$ cat config.mk
export PLATFORM = sky130hd
export DESIGN_NAME = pool_ctrl_flat
export DESIGN_NICKNAME = d
export VERILOG_FILES = /design/src/rtl/pool_ctrl_if.sv /design/src/rtl/pool_ctrl.sv /design/src/flat_wrapper.sv
export SDC_FILE = /design/constraint.sdc
export NUM_CORES = 1
export LEC_CHECK = 0
export ABC_CLOCK_PERIOD_IN_PS = 5200
export CORE_UTILIZATION = 30
export CTS_CLUSTER_SIZE = 14
export DETAILED_ROUTE_END_ITERATION = 8
export GPL_TIMING_DRIVEN = 0
export PLACE_DENSITY = 0.61
export SKIP_LAST_GASP = 1
export SLEW_MARGIN = 0
export SYNTH_ARGS = -nofsm -noshare
export SYNTH_HDL_FRONTEND = slang
export SYNTH_SLANG_ARGS = --single-unit
$ cat constraint.sdc
create_clock -name clk -period 5.2 [get_ports clk]
set_clock_uncertainty 0.05 [all_clocks]
set_input_delay 1.3 -clock clk [delete_from_list [all_inputs] [get_ports clk]]
set_output_delay 1.3 -clock clk [all_outputs]
set_load 0.01 [all_outputs]
$ cat src/rtl/pool_ctrl_if.sv
// Command, element-stream, pool-datapath and result signals of pool_ctrl.
// The slave modport is the controller's view; master is the surrounding fabric.
interface pool_ctrl_if #(
    parameter int NUM_WIDTH = 16,
    parameter int CNT_WIDTH = 16
);
    logic        [CNT_WIDTH-1:0] cfg_size;
    logic        [CNT_WIDTH-1:0] cfg_count;
    logic                        cfg_valid;
    logic                        cfg_ready;
    logic                        busy;
    logic                        done;
    logic signed [NUM_WIDTH-1:0] in_data;
    logic                        in_valid;
    logic                        in_ready;
    logic                        pool_restart;
    logic signed [NUM_WIDTH-1:0] pool_data;
    logic                        pool_valid;
    logic signed [NUM_WIDTH-1:0] pool_result;
    logic signed [NUM_WIDTH-1:0] out_data;
    logic                        out_valid;
    logic                        out_ready;

    modport slave (
        input  cfg_size, cfg_count, cfg_valid, in_data, in_valid, pool_result, out_ready,
        output cfg_ready, busy, done, in_ready, pool_restart, pool_data, pool_valid,
               out_data, out_valid
    );

    modport master (
        output cfg_size, cfg_count, cfg_valid, in_data, in_valid, pool_result, out_ready,
        input  cfg_ready, busy, done, in_ready, pool_restart, pool_data, pool_valid,
               out_data, out_valid
    );
endinterface

$ cat src/rtl/pool_ctrl.sv
// Sequencer for the pool max-pooling datapath: streams each window into pool,
// waits out the pool pipeline, then returns the window maximum on valid/ready.
//
// state | meaning
// IDLE  | waiting for a command (cfg_ready high)
// FEED  | streaming elements of the current window into pool
// DRAIN | waiting for the last element to reach pool.dn_data
// OUT   | presenting the captured window maximum
// FIN   | one-cycle completion pulse
module pool_ctrl #(
    parameter int NUM_WIDTH = 16,
    parameter int CNT_WIDTH = 16
) (
    input logic        clk,
    input logic        rst_n,
    pool_ctrl_if.slave bus
);

    typedef enum logic [2:0] {
        S_IDLE  = 3'd0,
        S_FEED  = 3'd1,
        S_DRAIN = 3'd2,
        S_OUT   = 3'd3,
        S_FIN   = 3'd4
    } state_t;

    localparam logic [CNT_WIDTH-1:0] CNT_ONE = CNT_WIDTH'(1);

    state_t                      state, state_nxt;
    logic        [CNT_WIDTH-1:0] size_q, size_nxt;
    logic        [CNT_WIDTH-1:0] count_q, count_nxt;
    logic        [CNT_WIDTH-1:0] elem_cnt, elem_nxt;
    logic        [CNT_WIDTH-1:0] win_cnt, win_nxt;
    logic        [1:0]           drain_cnt, drain_nxt;
    logic signed [NUM_WIDTH-1:0] res_q, res_nxt;

    always_ff @(posedge clk or negedge rst_n) begin
        if (!rst_n) begin
            state     <= S_IDLE;
            size_q    <= '0;
            count_q   <= '0;
            elem_cnt  <= '0;
            win_cnt   <= '0;
            drain_cnt <= '0;
            res_q     <= '0;
        end else begin
            state     <= state_nxt;
            size_q    <= size_nxt;
            count_q   <= count_nxt;
            elem_cnt  <= elem_nxt;
            win_cnt   <= win_nxt;
            drain_cnt <= drain_nxt;
            res_q     <= res_nxt;
        end
    end

    always_comb begin
        state_nxt        = state;
        size_nxt         = size_q;
        count_nxt        = count_q;
        elem_nxt         = elem_cnt;
        win_nxt          = win_cnt;
        drain_nxt        = drain_cnt;
        res_nxt          = res_q;
        bus.cfg_ready    = 1'b0;
        bus.busy         = 1'b1;
        bus.done         = 1'b0;
        bus.in_ready     = 1'b0;
        bus.pool_restart = 1'b0;
        bus.pool_valid   = 1'b0;
        bus.pool_data    = '0;
        bus.out_valid    = 1'b0;
        bus.out_data     = res_q;

        unique case (state)
            S_IDLE: begin
                bus.busy = 1'b0;
                // cfg_ready must read low while rst_n is asserted
                bus.cfg_ready = rst_n;
                if (bus.cfg_valid && rst_n) begin
                    size_nxt  = bus.cfg_size;
                    count_nxt = bus.cfg_count;
                    elem_nxt  = '0;
                    win_nxt   = '0;
                    if (bus.cfg_size == '0 || bus.cfg_count == '0) state_nxt = S_FIN;
                    else                                           state_nxt = S_FEED;
                end
            end
            S_FEED: begin
                bus.in_ready     = 1'b1;
                bus.pool_restart = (elem_cnt == '0);
                bus.pool_valid   = bus.in_valid;
                bus.pool_data    = bus.in_data;
                if (bus.in_valid) begin
                    if (elem_cnt == size_q - CNT_ONE) begin
                        elem_nxt  = '0;
                        drain_nxt = 2'd3;
                        state_nxt = S_DRAIN;
                    end else begin
                        elem_nxt = elem_cnt + CNT_ONE;
                    end
                end
            end
            S_DRAIN: begin
                // four drain cycles line up with the pool pipeline depth
                if (drain_cnt == 2'd0) begin
                    res_nxt   = bus.pool_result;
                    state_nxt = S_OUT;
                end else begin
                    drain_nxt = drain_cnt - 2'd1;
                end
            end
            S_OUT: begin
                bus.out_valid = 1'b1;
                if (bus.out_ready) begin
                    win_nxt = win_cnt + CNT_ONE;
                    if (win_cnt == count_q - CNT_ONE) state_nxt = S_FIN;
                    else                              state_nxt = S_FEED;
                end
            end
            S_FIN: begin
                bus.done  = 1'b1;
                state_nxt = S_IDLE;
            end
            default: state_nxt = S_IDLE;
        endcase
    end

endmodule

$ cat src/flat_wrapper.sv
// flat-port wrapper written by rule: the top's interface ports become plain ports
module pool_ctrl_flat 
#(
    parameter int NUM_WIDTH = 16,
    parameter int CNT_WIDTH = 16
)
  (clk, rst_n, bus_cfg_size, bus_cfg_count, bus_cfg_valid, bus_in_data, bus_in_valid, bus_pool_result, bus_out_ready, bus_cfg_ready, bus_busy, bus_done, bus_in_ready, bus_pool_restart, bus_pool_data, bus_pool_valid, bus_out_data, bus_out_valid);
  pool_ctrl_if #(.NUM_WIDTH(NUM_WIDTH), .CNT_WIDTH(CNT_WIDTH)) bus_i ();
  input logic clk;
  input logic rst_n;
  input wire logic [$bits(bus_i.cfg_size)-1:0] bus_cfg_size;
  input wire logic [$bits(bus_i.cfg_count)-1:0] bus_cfg_count;
  input wire logic [$bits(bus_i.cfg_valid)-1:0] bus_cfg_valid;
  input wire logic [$bits(bus_i.in_data)-1:0] bus_in_data;
  input wire logic [$bits(bus_i.in_valid)-1:0] bus_in_valid;
  input wire logic [$bits(bus_i.pool_result)-1:0] bus_pool_result;
  input wire logic [$bits(bus_i.out_ready)-1:0] bus_out_ready;
  output wire logic [$bits(bus_i.cfg_ready)-1:0] bus_cfg_ready;
  output wire logic [$bits(bus_i.busy)-1:0] bus_busy;
  output wire logic [$bits(bus_i.done)-1:0] bus_done;
  output wire logic [$bits(bus_i.in_ready)-1:0] bus_in_ready;
  output wire logic [$bits(bus_i.pool_restart)-1:0] bus_pool_restart;
  output wire logic [$bits(bus_i.pool_data)-1:0] bus_pool_data;
  output wire logic [$bits(bus_i.pool_valid)-1:0] bus_pool_valid;
  output wire logic [$bits(bus_i.out_data)-1:0] bus_out_data;
  output wire logic [$bits(bus_i.out_valid)-1:0] bus_out_valid;
  assign bus_i.cfg_size = bus_cfg_size;
  assign bus_i.cfg_count = bus_cfg_count;
  assign bus_i.cfg_valid = bus_cfg_valid;
  assign bus_i.in_data = bus_in_data;
  assign bus_i.in_valid = bus_in_valid;
  assign bus_i.pool_result = bus_pool_result;
  assign bus_i.out_ready = bus_out_ready;
  assign bus_cfg_ready = bus_i.cfg_ready;
  assign bus_busy = bus_i.busy;
  assign bus_done = bus_i.done;
  assign bus_in_ready = bus_i.in_ready;
  assign bus_pool_restart = bus_i.pool_restart;
  assign bus_pool_data = bus_i.pool_data;
  assign bus_pool_valid = bus_i.pool_valid;
  assign bus_out_data = bus_i.out_data;
  assign bus_out_valid = bus_i.out_valid;
  pool_ctrl #(.NUM_WIDTH(NUM_WIDTH), .CNT_WIDTH(CNT_WIDTH)) u_core (.clk(clk), .rst_n(rst_n), .bus(bus_i));
endmodule
---- Word level (Yosys, flattened, before mapping) ----
Index checks and enable logic that the tools add are counted.
storage, ports and cells
  ROM bits ................................ 0
  memories ................................ 0
  bits in writable memories ............... 0
  output and inout bits ................... 39
  latch bits .............................. 0
  register bits ........................... 85
  bits of input ports ..................... 69
  word-level logic and storage cells ...... 66
cells by class
  divide/modulo/power cells ............... 0
  add/subtract/negate cells ............... 5
  reductions and logical operators ........ 16
  multiplexer cells ....................... 26
  order comparisons ....................... 0
  shift-type cells ........................ 0
  bitwise operators ....................... 0
  multipliers ............................. 0
  equal/unequal tests ..................... 12
operator list
  kind                     count
  $mux W16                 5
  $pmux W16 S2             2
  $logic_not A16 Y1        3
  $add A16 B1 Y16 const B  2
  $eq A16 B16 Y1           2
  $sub A16 B1 Y16 const B  2
  $mux W3                  7
  $pmux W3 S4              1
  $mux W1                  7
  $eq A3 B2 Y1 const B     2
  $mux W2                  3
  $ne A2 B1 Y1 const B     3
  $ne A2 B2 Y1 const B     3
  $reduce_and A3 Y1        2
  $reduce_bool A2 Y1       3
  $reduce_and A5 Y1        1
  $pmux W2 S2              1
  $reduce_and A2 Y1        2
  $reduce_and A4 Y1        1
  $eq A3 B1 Y1 const B     1
  $eq A3 B3 Y1 const B     1
  $logic_not A3 Y1         1
  $logic_not A2 Y1         1
  $sub A2 B1 Y2 const B    1
  2 further kinds          2

---- Depth between registers and ports, before layout ----
  depth after elaboration ................. 5
  depth in mapped cells ................... 11
  gate-level depth less buffers ........... 10

---- Worst setup path before layout ----
Ideal clock, no wire load.
  path kind ............................... reg-to-output
  start point ............................. register u_core.state[1]
  end point ............................... output bus_pool_data[10]
  path buffers ............................ 3
  required time ........................... 3.850 ns
  arrival ................................. 1.762 ns
  slack ................................... 2.088 ns
  cell stages (with the launch flop) ...... 7
  path through ............................ dfrtp_1 clkbuf_1 or3b_2 clkbuf_1 inv_2 clkbuf_1 and2_1
between the ends
  word-level cells in the longest chain between the ends .. 2
RTL lines
  element                 RTL line            source
  start, declared         pool_ctrl.sv:29     state_t state, state_nxt;
  start signal, assigned  pool_ctrl.sv:47     state <= state_nxt;
  $eq A3 B1 Y1            pool_ctrl.sv:75     unique case (state)
  $mux W16                pool_ctrl.sv:75
  end, declared           flat_wrapper.sv:23  output wire logic [$bits(bus_i.pool_data)-1:0] bus_pool_data;
No other way between the ends.

---- Worst setup path in the final report ----
  start point ............................. register u_core.state[1]
  end point ............................... output bus_pool_restart
between the ends
  word-level cells in the longest chain between the ends .. 2
RTL lines
  element        RTL line            source
  $eq A3 B1 Y1   pool_ctrl.sv:75
  $mux W1        pool_ctrl.sv:75
  end, declared  flat_wrapper.sv:22  output wire logic [$bits(bus_i.pool_restart)-1:0] bus_pool_restart;
No other way between the ends.

==> impl_metrics.ini <==
[timing]
tightest_slew_ps = 1210
slew_headroom_pct = 18.59
slew_violations = 0
hold_violations = 0
finalSetupViolCount = 0
rsz0062_at_grt = false
min_period_ps = 4393
min_period_over_period_pct = 84.48
fmax_mhz = 227.6
tns_ps = 0

[synth]
avgSynthCellArea_um2 = 9.831
synth_edf_count = 0
ys_seq_elements = 85
async_flop_share_pct = 100.0
syn_inst = 533
syn_area_um2 = 5240
ys_seq_area_share_pct = 40.59
synth-main-ff-cell = dfrtp_1
yosysWarnings = 0
netlist-cell-type-count = 72
syn_nets = 608

[clock_tree]
clkSlewWorstSetupHoldPaths_ps = 60
root_buffer = clkbuf_16
clock_sinks = 85
clock_latency_ps = 350
cts_buffer_depth = 2
tritoncts = yes
cts_resized = 0
numCtsBuffers = 9
ctsHoldBuffers = 0
postCtsSetupBuffers = 0
htreeDepth = 3

[worst_setup_path]
cp.arrival_ps = 3040
endpoint_kind = output pin
path_max_fanout = 10
crit_type = flop to output pin
crit_required_ps = 3850
critPathLaunchType = flop

[drt]
drtIter0Drc = 256
totalWireLength_um = 14010
ant_nets = 0
drc = 0
post_drt_wl_per_cell_um = 15.97
via_count = 4391
viasPerCell = 5.007
firstDrtPassIters = 4

[floorplanning]
coreArea_um2 = 16820
die_width_um = 134.2
start_util_pct = 31.16
die_y_um = 134.2
rows = 47
io_pins = 108
die_area_um2 = 18000

[power]
power_frac_comb_pct = 17.5
power.internal_uw = 1206
power_switching_uw = 452.1
pwr_density_cell_nw_per_um2 = 240.4
pwr-share-clk_pct = 38.5
p_seq_share_pct = 44.0
swShare_pct = 27.27
vdd.ir_drop.worst_uv = 171.7
fin_total_pwr_uw = 1658
leakage_uw = 0.002924

[finish]
mostFrequentLayoutCells = clkdlybuf4s50_1 (106), dfrtp_1 (85), mux2_2 (44)
layout_commonest_cell = clkdlybuf4s50_1
nNetsFinal = 727
layout-drive-gt1-share_pct = 12.63
final_area_um2 = 6898
utilization_pct = 41.01
area_delta_synth_final_pct = 31.64
antenna_cells = 0
fillers = 1665
final_cell_count_no_fill = 877

[global_routing]
grt_pass1_wl_um = 23230
grt.total_usage_pct = 16.48
antenna_found_initial = 0
overflow = 0
grt_pass1_vias = 4519
grt_max_degree = 74

[worst_hold_path]
hp-class = flop to flop

[placement]
placed_area_um2 = 6611
place_hpwl_um = 10640
place_congestion = 0.8437
numPortBuffers = 107
dp.cells = 861

[status]
status = complete, no violations

[run]
max-cap-violations = 0
[Yosys cell counts, types with 3 or more instances]
cell,n,area (um2)
nor2b_1,6,37.54
nor3b_1,5,37.54
o21ai_0,21,105.1
ha_1,6,75.07
nor4_1,17,106.4
nand3_1,26,130.1
dfrtp_1,85,2127
o31a_1,3,26.28
nand4b_1,3,26.28
xor2_1,29,254.0
nor3_1,13,65.06
nor2_1,42,157.7
o311ai_4,4,105.1
or2_2,3,18.77
or3_1,3,18.77
nor4b_1,3,26.28
o22ai_1,4,25.02
nand2b_1,5,31.28
xnor2_1,24,210.2
and3_1,13,81.33
mux2i_1,3,30.03
nand2_1,40,150.1
a21oi_1,7,35.03
a211oi_1,5,37.54
and2_1,20,125.1
clkbuf_1,21,78.83
inv_1,17,63.81
mux2_2,44,495.5
nand4_1,8,50.05
[sequential cells by signal, indices dropped and copies added, names as in the netlist]
signal / count
u_core.bus.out_data: 16
u_core.count_q: 16
u_core.drain_cnt: 2
u_core.elem_cnt: 16
u_core.size_q: 16
u_core.state: 3
u_core.win_cnt: 16
[layer usage]
layer | vias up | global-route usage, % | wire [um]
li1 | 2145 | - | -
met1 | 2143 | 19.79 | 5981
met2 | 85 | 28.53 | 7281
met3 | 18 | 3.515 | 424
met4 | 0 | 6.804 | 318
met5 | - | 0 | 0
[layout make-up]
cell class	count	area, um2	share of cell area (%)
well taps	220	275.3	3.991
plain buffers	26	122.6	1.778
repair buffers	108	1096	15.89
clock inverters	3	46.29	0.6711
clock buffers	13	240.2	3.483
multi-input cells	404	2923	42.37
flip-flops and latches	85	2127	30.84
inverters	18	67.56	0.9795
[worst max-delay path: stages, from the launching register on]
cell,delay (ps)
dfrtp_1,360
clkbuf_1,180
or3b_2,490
clkbuf_1,250
inv_2,220
nand2_1,70
nor4b_1,320
and3_1,260
clkdlybuf4s50_1,550
[metrics by stage]
stage	hold WS, ps	setup WS (ps)
after floorplan	445.6	2088
after global placement	441.8	-1968
after detailed placement	444.4	955.4
after CTS	459.2	763.8
after global routing	475.3	612.8
final	455.9	806.9
[path summary, 6_finish.rpt]
check	slack (ps)	cells past startpoint	startpoint	end
worst max-delay path	810	8	u_core.state[1]$_DFFE_PN0P_	bus_pool_restart
worst min-delay path	460	1	u_core.bus.out_data[11]$_DFFE_PN0P_	u_core.bus.out_data[11]$_DFFE_PN0P_
worst max register to register	1900	11	u_core.size_q[0]$_DFFE_PN0P_	u_core.elem_cnt[14]$_DFFE_PN0P_
worst min register to register	460	1	u_core.bus.out_data[11]$_DFFE_PN0P_	u_core.bus.out_data[11]$_DFFE_PN0P_
max in group asynchronous	3680	2	rst_n	u_core.bus.out_data[7]$_DFFE_PN0P_
min in group asynchronous	770	1	rst_n	u_core.size_q[5]$_DFFE_PN0P_
[kinds of logic after synthesis]
| family | count (synthesis) | share of synthesized area, % |
|---|---|---|
| simple gates | 222 | 23.30 |
| xor+xnor | 53 | 8.859 |
| flops | 85 | 40.59 |
| compound gates | 76 | 12.15 |
| fa+ha+maj | 6 | 1.433 |
| mux | 47 | 10.03 |
| buf+inv | 44 | 3.629 |
[power by group through the flow]
stage / Combinational, uW / Clock (uW) / Sequential, uW
after CTS: 294 / 664 / 728
after global placement: 282 / 0 / 740
final: 291 / 638 / 729
after global routing: 324 / 685 / 734
after detailed placement: 291 / 0 / 741
after floorplan: 171 / 0 / 729
Note: power is estimated with default switching activity, not from simulation.
